File: src/rtl/idct_1d_seq.sv
// -----------------------------------------------------------------------------
// idct_1d_seq : 8-point 1D inverse DCT-II, time-multiplexed.
//
// One output pair y[k] / y[7-k] is produced per clock over four clocks using
// the even/odd partial-butterfly decomposition with the integer basis
// (64, 83, 36, 89, 75, 50, 18). The odd part shares four constant multipliers
// whose constants are selected by the pair index k.
//
// Configuration macro: IDCT_CLIP_EN
//   defined   : each shifted result saturates to [-32768, 32767]
//   undefined : the low 16 bits of each shifted result are taken (wrap)
// -----------------------------------------------------------------------------
module idct_1d_seq #(
    parameter int SHIFT = 7
) (
    input  logic         clk,
    input  logic         rst_n,
    input  logic         in_valid,
    output logic         in_ready,
    input  logic [127:0] in_data,
    output logic         out_valid,
    input  logic         out_ready,
    output logic [127:0] out_data
);

    typedef enum logic [1:0] {
        IDLE = 2'd0,
        CALC = 2'd1,
        DONE = 2'd2
    } state_t;

    localparam logic signed [26:0] RND = 27'sd1 <<< (SHIFT - 1);

    // Signed 16-bit coefficient times a small signed constant, 23-bit product.
    function automatic logic signed [22:0] mul_c(input logic signed [15:0] x,
                                                 input logic signed [7:0]  m);
        logic signed [22:0] xe;
        logic signed [22:0] me;
        xe = {{7{x[15]}}, x};
        me = {{15{m[7]}}, m};
        return xe * me;
    endfunction

    // Range control of one shifted 27-bit result down to a 16-bit sample.
    function automatic logic [15:0] range_ctl(input logic signed [26:0] v);
`ifdef IDCT_CLIP_EN
        if (v > 27'sd32767) begin
            return 16'h7fff;
        end else if (v < -27'sd32768) begin
            return 16'h8000;
        end else begin
            return v[15:0];
        end
`else
        return v[15:0];
`endif
    endfunction

    state_t              state_r;
    state_t              next_state_s;
    logic [127:0]        coef_r;
    logic [1:0]          k_r;
    logic [127:0]        out_data_r;
    logic                out_valid_r;

    logic                in_ready_s;
    logic                accept_s;
    logic signed [15:0]  c_s [8];

    logic signed [24:0]  ee0_s;
    logic signed [24:0]  ee1_s;
    logic signed [24:0]  eo0_s;
    logic signed [24:0]  eo1_s;
    logic signed [26:0]  e_k_s;

    logic signed [7:0]   m1_s;
    logic signed [7:0]   m3_s;
    logic signed [7:0]   m5_s;
    logic signed [7:0]   m7_s;
    logic signed [24:0]  o_sum_s;
    logic signed [26:0]  o_k_s;

    logic signed [26:0]  sum_s;
    logic signed [26:0]  dif_s;
    logic signed [26:0]  sum_sh_s;
    logic signed [26:0]  dif_sh_s;
    logic [15:0]         y_lo_s;
    logic [15:0]         y_hi_s;
    logic [2:0]          hi_pos_s;
    logic [6:0]          lo_idx_s;
    logic [6:0]          hi_idx_s;

    assign in_ready_s = (state_r == IDLE) | ((state_r == DONE) & out_ready);
    assign accept_s   = in_valid & in_ready_s;
    assign in_ready   = in_ready_s;
    assign out_valid  = out_valid_r;
    assign out_data   = out_data_r;

    // Unpack the latched coefficient vector into signed lanes.
    always_comb begin
        for (int i = 0; i < 8; i++) begin
            c_s[i] = coef_r[16*i +: 16];
        end
    end

    // Even part: full butterfly, then pick E[k] for the current pair.
    always_comb begin
        ee0_s = 25'(mul_c(c_s[0], 8'sd64)) + 25'(mul_c(c_s[4], 8'sd64));
        ee1_s = 25'(mul_c(c_s[0], 8'sd64)) - 25'(mul_c(c_s[4], 8'sd64));
        eo0_s = 25'(mul_c(c_s[2], 8'sd83)) + 25'(mul_c(c_s[6], 8'sd36));
        eo1_s = 25'(mul_c(c_s[2], 8'sd36)) - 25'(mul_c(c_s[6], 8'sd83));
        e_k_s = 27'sd0;
        case (k_r)
            2'd0:    e_k_s = 27'(ee0_s) + 27'(eo0_s);
            2'd1:    e_k_s = 27'(ee1_s) + 27'(eo1_s);
            2'd2:    e_k_s = 27'(ee1_s) - 27'(eo1_s);
            2'd3:    e_k_s = 27'(ee0_s) - 27'(eo0_s);
            default: e_k_s = 27'sd0;
        endcase
    end

    // Odd part: one row of the odd basis per pair, four shared multipliers.
    always_comb begin
        m1_s = 8'sd0;
        m3_s = 8'sd0;
        m5_s = 8'sd0;
        m7_s = 8'sd0;
        case (k_r)
            2'd0: begin m1_s = 8'sd89; m3_s =  8'sd75; m5_s =  8'sd50; m7_s =  8'sd18; end
            2'd1: begin m1_s = 8'sd75; m3_s = -8'sd18; m5_s = -8'sd89; m7_s = -8'sd50; end
            2'd2: begin m1_s = 8'sd50; m3_s = -8'sd89; m5_s =  8'sd18; m7_s =  8'sd75; end
            2'd3: begin m1_s = 8'sd18; m3_s = -8'sd50; m5_s =  8'sd75; m7_s = -8'sd89; end
            default: begin m1_s = 8'sd0; m3_s = 8'sd0; m5_s = 8'sd0; m7_s = 8'sd0; end
        endcase
        o_sum_s = 25'(mul_c(c_s[1], m1_s)) + 25'(mul_c(c_s[3], m3_s))
                + 25'(mul_c(c_s[5], m5_s)) + 25'(mul_c(c_s[7], m7_s));
        o_k_s   = 27'(o_sum_s);
    end

    // Output pair: round, arithmetic shift, range control, lane positions.
    always_comb begin
        sum_s    = e_k_s + o_k_s + RND;
        dif_s    = e_k_s - o_k_s + RND;
        sum_sh_s = sum_s >>> SHIFT;
        dif_sh_s = dif_s >>> SHIFT;
        y_lo_s   = range_ctl(sum_sh_s);
        y_hi_s   = range_ctl(dif_sh_s);
        hi_pos_s = 3'd7 - {1'b0, k_r};
        lo_idx_s = {1'b0, k_r, 4'b0000};
        hi_idx_s = {hi_pos_s, 4'b0000};
    end

    // FSM state register.
    always_ff @(posedge clk or negedge rst_n) begin
        if (!rst_n) begin
            state_r <= IDLE;
        end else begin
            state_r <= next_state_s;
        end
    end

    // FSM next-state logic.
    always_comb begin
        next_state_s = state_r;
        case (state_r)
            IDLE: begin
                if (accept_s) begin
                    next_state_s = CALC;
                end else begin
                    next_state_s = IDLE;
                end
            end
            CALC: begin
                if (k_r == 2'd3) begin
                    next_state_s = DONE;
                end else begin
                    next_state_s = CALC;
                end
            end
            DONE: begin
                if (accept_s) begin
                    next_state_s = CALC;
                end else if (out_ready) begin
                    next_state_s = IDLE;
                end else begin
                    next_state_s = DONE;
                end
            end
            default: next_state_s = IDLE;
        endcase
    end

    // Datapath registers: latch on accept, write one pair per CALC clock.
    always_ff @(posedge clk or negedge rst_n) begin
        if (!rst_n) begin
            coef_r      <= '0;
            k_r         <= 2'd0;
            out_data_r  <= '0;
            out_valid_r <= 1'b0;
        end else begin
            if (accept_s) begin
                coef_r <= in_data;
                k_r    <= 2'd0;
            end
            case (state_r)
                CALC: begin
                    out_data_r[lo_idx_s +: 16] <= y_lo_s;
                    out_data_r[hi_idx_s +: 16] <= y_hi_s;
                    k_r <= k_r + 2'd1;
                    if (k_r == 2'd3) begin
                        out_valid_r <= 1'b1;
                    end
                end
                DONE: begin
                    if (out_ready) begin
                        out_valid_r <= 1'b0;
                    end
                end
                default: begin
                end
            endcase
        end
    end

endmodule

File: config.mk
export PLATFORM = sky130hd
export DESIGN_NAME = idct_1d_seq
export DESIGN_NICKNAME = d
export VERILOG_FILES = /design/src/rtl/idct_1d_seq.sv
export SDC_FILE = /design/constraint.sdc
export NUM_CORES = 2
export LEC_CHECK = 0
export ABC_AREA = 0
export BUFFER_PORTS_ARGS = -buffer_cell sky130_fd_sc_hd__buf_2
export CAP_MARGIN = 20
export CORE_MARGIN = 1
export CORE_UTILIZATION = 63
export CTS_CLUSTER_SIZE = 25
export DETAILED_ROUTE_END_ITERATION = 6
export HOLD_SLACK_MARGIN = 0.05
export PLACE_DENSITY = 0.79
export SYNTH_ARGS = -nofsm -noshare
export SYNTH_HDL_FRONTEND = slang
export SYNTH_SLANG_ARGS = --single-unit
File: constraint.sdc
create_clock -name clk -period 31.3 [get_ports clk]
set_input_delay 6.26 -clock clk [delete_from_list [all_inputs] [get_ports clk]]
set_output_delay 6.26 -clock clk [all_outputs]
set_load 0.02 [all_outputs]
[Word level (Yosys, flattened, before mapping)]
Index checks and enable logic that the tools add are counted.
Word-level totals
  flip-flop bits (word level): 261
  bits of input ports: 132
Cells by class
  bitwise gates (word level): 3
  shift operators: 4
  mux-type cells: 17
  eq/ne operators: 7
  reductions and logical operators: 5
  add/sub/neg operators: 19
  multiply operators: 8
Operators by type and width (number)
  $bwmux 128: 2
  $shift 16x9->128 const A: 2
  $shiftx 16x9->128: 2
  $add 23x23->23: 7
  $pmux 8 s4: 4
  $mul 16x8->23: 4
  $pmux 23 s4: 1
  $sub 23x23->23: 4
  $add 23x8->23 const B: 2
  $mul 16x8->23 const B: 2
  $mul 16x5->21 const B: 2
  $add 22x22->23: 1
  $sub 22x22->23: 1
  $mux 2: 5
  $neg 6->9: 1
  $neg 7->9: 1
  $eq 2x2->1 const B: 3
  $pmux 2 s3: 1
  $eq 2x1->1 const B: 2
  $logic_not 2->1: 2
  $ne 2x2->1 const B: 2
  $reduce_bool 2->1: 2
  $mux 1: 3
  $reduce_and 3->1: 1
  5 further kinds: 6

[Depth between registers and ports, before layout]
  word-level depth: 11
  gate-level depth with buffers: 50
  mapped depth without buffers: 46

[Worst setup path after synthesis]
No wires, ideal clock.
  path type: input -> output
  start point: input port out_ready
  end point: output port in_ready
  slack: 18.355 ns
  data arrival time: 6.685 ns
  required time: 25.040 ns
  buffers on the path: 0
  stages on the path: 2
  cells stage by stage: inv_1 a21oi_1
On the way
  cells in the longest elaborated chain, start to end: 2
Ends and longest elaborated chain
  start: declaration: line 22  | input logic out_ready,
  $and 1x1->1: line 93  | assign in_ready_s = (state_r == IDLE) | ((state_r == DONE) & out_ready);
  $or 1x1->1: line 93
  end: declaration: line 19  | output logic in_ready,
No other way between the ends.

[Worst setup path after layout]
Ends and elaborated chain as after synthesis.

==> results.cfg <==
[timing]
skew_ns = 0.01593
slew_headroom_pct = 17.82
report.final.setup_viol = 0
clock.fmax_mhz = 76.30
period_minus_slack_ns = 13.11
fin_crit_sh_pct = 41.87
setup_tns_ns = 0
final_max_slew_viol_count = 0
worst_pin_slew_ns = 1.224
rsz0062_at_grt = no
hold_viol_final = 0

[die]
coreArea_sq_um = 61940
ios = 262
dieArea_sq_um = 64000
die_y_um = 253.0
rows = 91
initial_core_util_pct = 64.07
die_w_um = 253.0

[route]
first_pass_iters = 6
wl_per_cell_um = 18.51
drt_iter0_drc = 2267
ant_nets = 0
vias = 29950
totalWireLength_um = 98220
via_per_inst = 5.644
drcViolationCount = 0

[hold_path]
hp-class = flip-flop to flip-flop

[worst_setup_path]
critical_path_class = input pin to primary output
critPathBufInv = 3
cpMostUsedCell = buf_2
endpoint_kind = primary output
path_max_fanout = 3
setup.worst_path.start_class = input pin
cp_top_family = buffers and inverters
critPathSlowestCell = a21oi_1
rr_startpoint = k_r[1]
crit_chain = buf_2, inv_1, a21oi_1, buf_2
timing.rr.end = out_data[47]
crit_arrival_ns = 6.85
startpoint = out_ready
reg2regPathDepth = 44
crit_end = in_ready
cp_num_cells = 4
r2r_slack_ns = 18.99
slowest_delay_ns = 0.24
cp_data_required_time_ns = 25.04

[finish]
nets = 5659
finalNonFillerCells = 5307
area_growth_pct = 8.572
regArea_sq_um = 6533
multi_input_area_sq_um = 29280
drive_gt1_share_pct = 10.81
fill_cells = 4836

[synthesis]
synth_top_area_share_pct = 27.24
synth_area_sq_um = 39690
yosysSeqAreaShare_pct = 16.46
synth-seq-cells = 261
syn_inst = 4228
yosys-top-cells-area = fa_1, ha_1, dfrtp_1
ys_types = 85
postSynth.asyncResetShare_pct = 100.0
synth_warnings = 0
dominantRegCellSynth = dfrtp_1
synth.avg_cell_area_sq_um = 9.386
syn-num-nets = 5443
synth_top_area_cell = fa_1
synth_edf_count = 0

[clocking]
clkLatencyLatePin_ns = 0.63
clkTransAtPathRegs_ns = 0.06
cts_tree = built
htreeDepth = 1
root_buffer = clkbuf_16
post_cts_buffers = 0
cts_sinks = 261
post_cts_resized = 0
numCtsBuffers = 31
ctsHoldBuffers = 0
cts_buffer_depth = 3

[grt]
grt_overflow_total = 0
grt-busiest-layer = met2
grt_use_met3_pct = 4.883
grt_pass1_wl_um = 159000
grt_usage_pct = 31.74
grt_start_max_net_pins = 100
grt_use_met2_pct = 50.02
grt_pass1_vias = 30030
grtUsageMet1_pct = 44.48
antenna_found_initial = 0

[flow_run]
max_cap_violations = 0

[status]
run_status = finished, final reports clean

[placement]
io_buffers = 261
dp_hpwl_um = 79100
dp_cells = 5240
place_congestion = 0.9308
==> flip-flops by register name, indices dropped and copies added (netlist names) <==
register,cells
out_valid,1
out_data,128
state_r,2
k_r,2
coef_r,128
==> cells by family (layout without fill, tap and decap cells) <==
kind of cell / count (synthesis) / count (layout) / share of synthesized area (%)
adder cells (fa/ha/maj): 1083 / 1083 / 44.36
AO/OA/AOI/OAI: 702 / 702 / 11.87
XOR/XNOR: 232 / 232 / 5.212
flip-flops: 261 / 261 / 16.46
other: 0 / 1 / 0
AND/OR/NAND/NOR: 813 / 813 / 9.748
multiplexers: 83 / 83 / 2.352
buffers and inverters: 1054 / 1295 / 10.00
==> metrics by stage <==
step / hold slack [ns] / instance area, sq um / setup slack, ns / util [%]
2_1_floorplan: 0.4782 / 39690 / 18.36 / -
3_3_place_gp: 0.4574 / 41910 / 18.30 / 67.67
3_5_place_dp: 0.4657 / 41930 / 18.27 / 67.70
4_1_cts: 0.4795 / 42990 / 18.27 / 69.41
5_1_grt: 0.5086 / 43090 / 18.18 / 69.56
6_report: 0.4724 / 43090 / 18.19 / 69.56
==> worst register-to-register path, delay by kind of cell, from the launching register on <==
kind	cells	cell delay, ns
compound gates	17	3.02
xor+xnor	3	0.74
fa+ha+maj	12	5.34
buf+inv	6	1.02
flops	1	0.43
simple gates	6	1.63
==> layout make-up <==
type	count	share of cell area, %
Sequential cell	261	15.16
Timing Repair Buffer	301	3.842
Multi-Input combinational cell	2913	67.95
Clock buffer	40	2.041
Clock inverter	18	0.4182
Tap cell	837	2.431
Antenna cell	1	0.005808
Inverter	936	8.154
==> metal layers <==
metal,wire (um),share of wire (%)
met4,3962,4.0
met3,7315,7.4
met1,42110,43
met5,0,0
met2,44840,46
==> cell usage in the layout, fill, tap and decap left out, drive strengths merged, types with 78 or more instances in the layout <==
cell	n
a21oi	171
a22o	78
buf	301
dfrtp	261
fa	540
ha	543
inv	937
mux2	79
nand2	271
nor2	208
nor2b	129
o21ai	186
xnor2	165
==> cells in the mapped netlist (all sizes together) (46+ instances only) <==
| cell type | count |
|---|---|
| o21bai | 46 |
| nor2 | 208 |
| dfrtp | 261 |
| and2 | 54 |
| nand2 | 271 |
| a21oi | 171 |
| nor2b | 129 |
| o21ai | 186 |
| mux2 | 79 |
| clkbuf | 95 |
| inv | 934 |
| ha | 543 |
| a22o | 78 |
| xor2 | 65 |
| fa | 540 |
| xnor2 | 165 |
| a22oi | 47 |
==> worst min-delay path by stage <==
stage / startpoint / to / slack [ns] / depth (start not counted)
4_1_cts: out_data[17] / out_data[17] / 0.48 / 2
3_5_place_dp: out_data[17] / out_data[17] / 0.47 / 2
5_1_grt: out_data[20] / out_data[20] / 0.51 / 2
3_3_place_gp: out_data[40] / out_data[40] / 0.46 / 2
2_1_floorplan: state_r[1] / state_r[0] / 0.48 / 1
6_report: out_data[17] / out_data[17] / 0.47 / 2
Power is left out: the tool's default activity adds up to more than one toggle a clock period on the data nets, which glitch-free logic cannot reach.
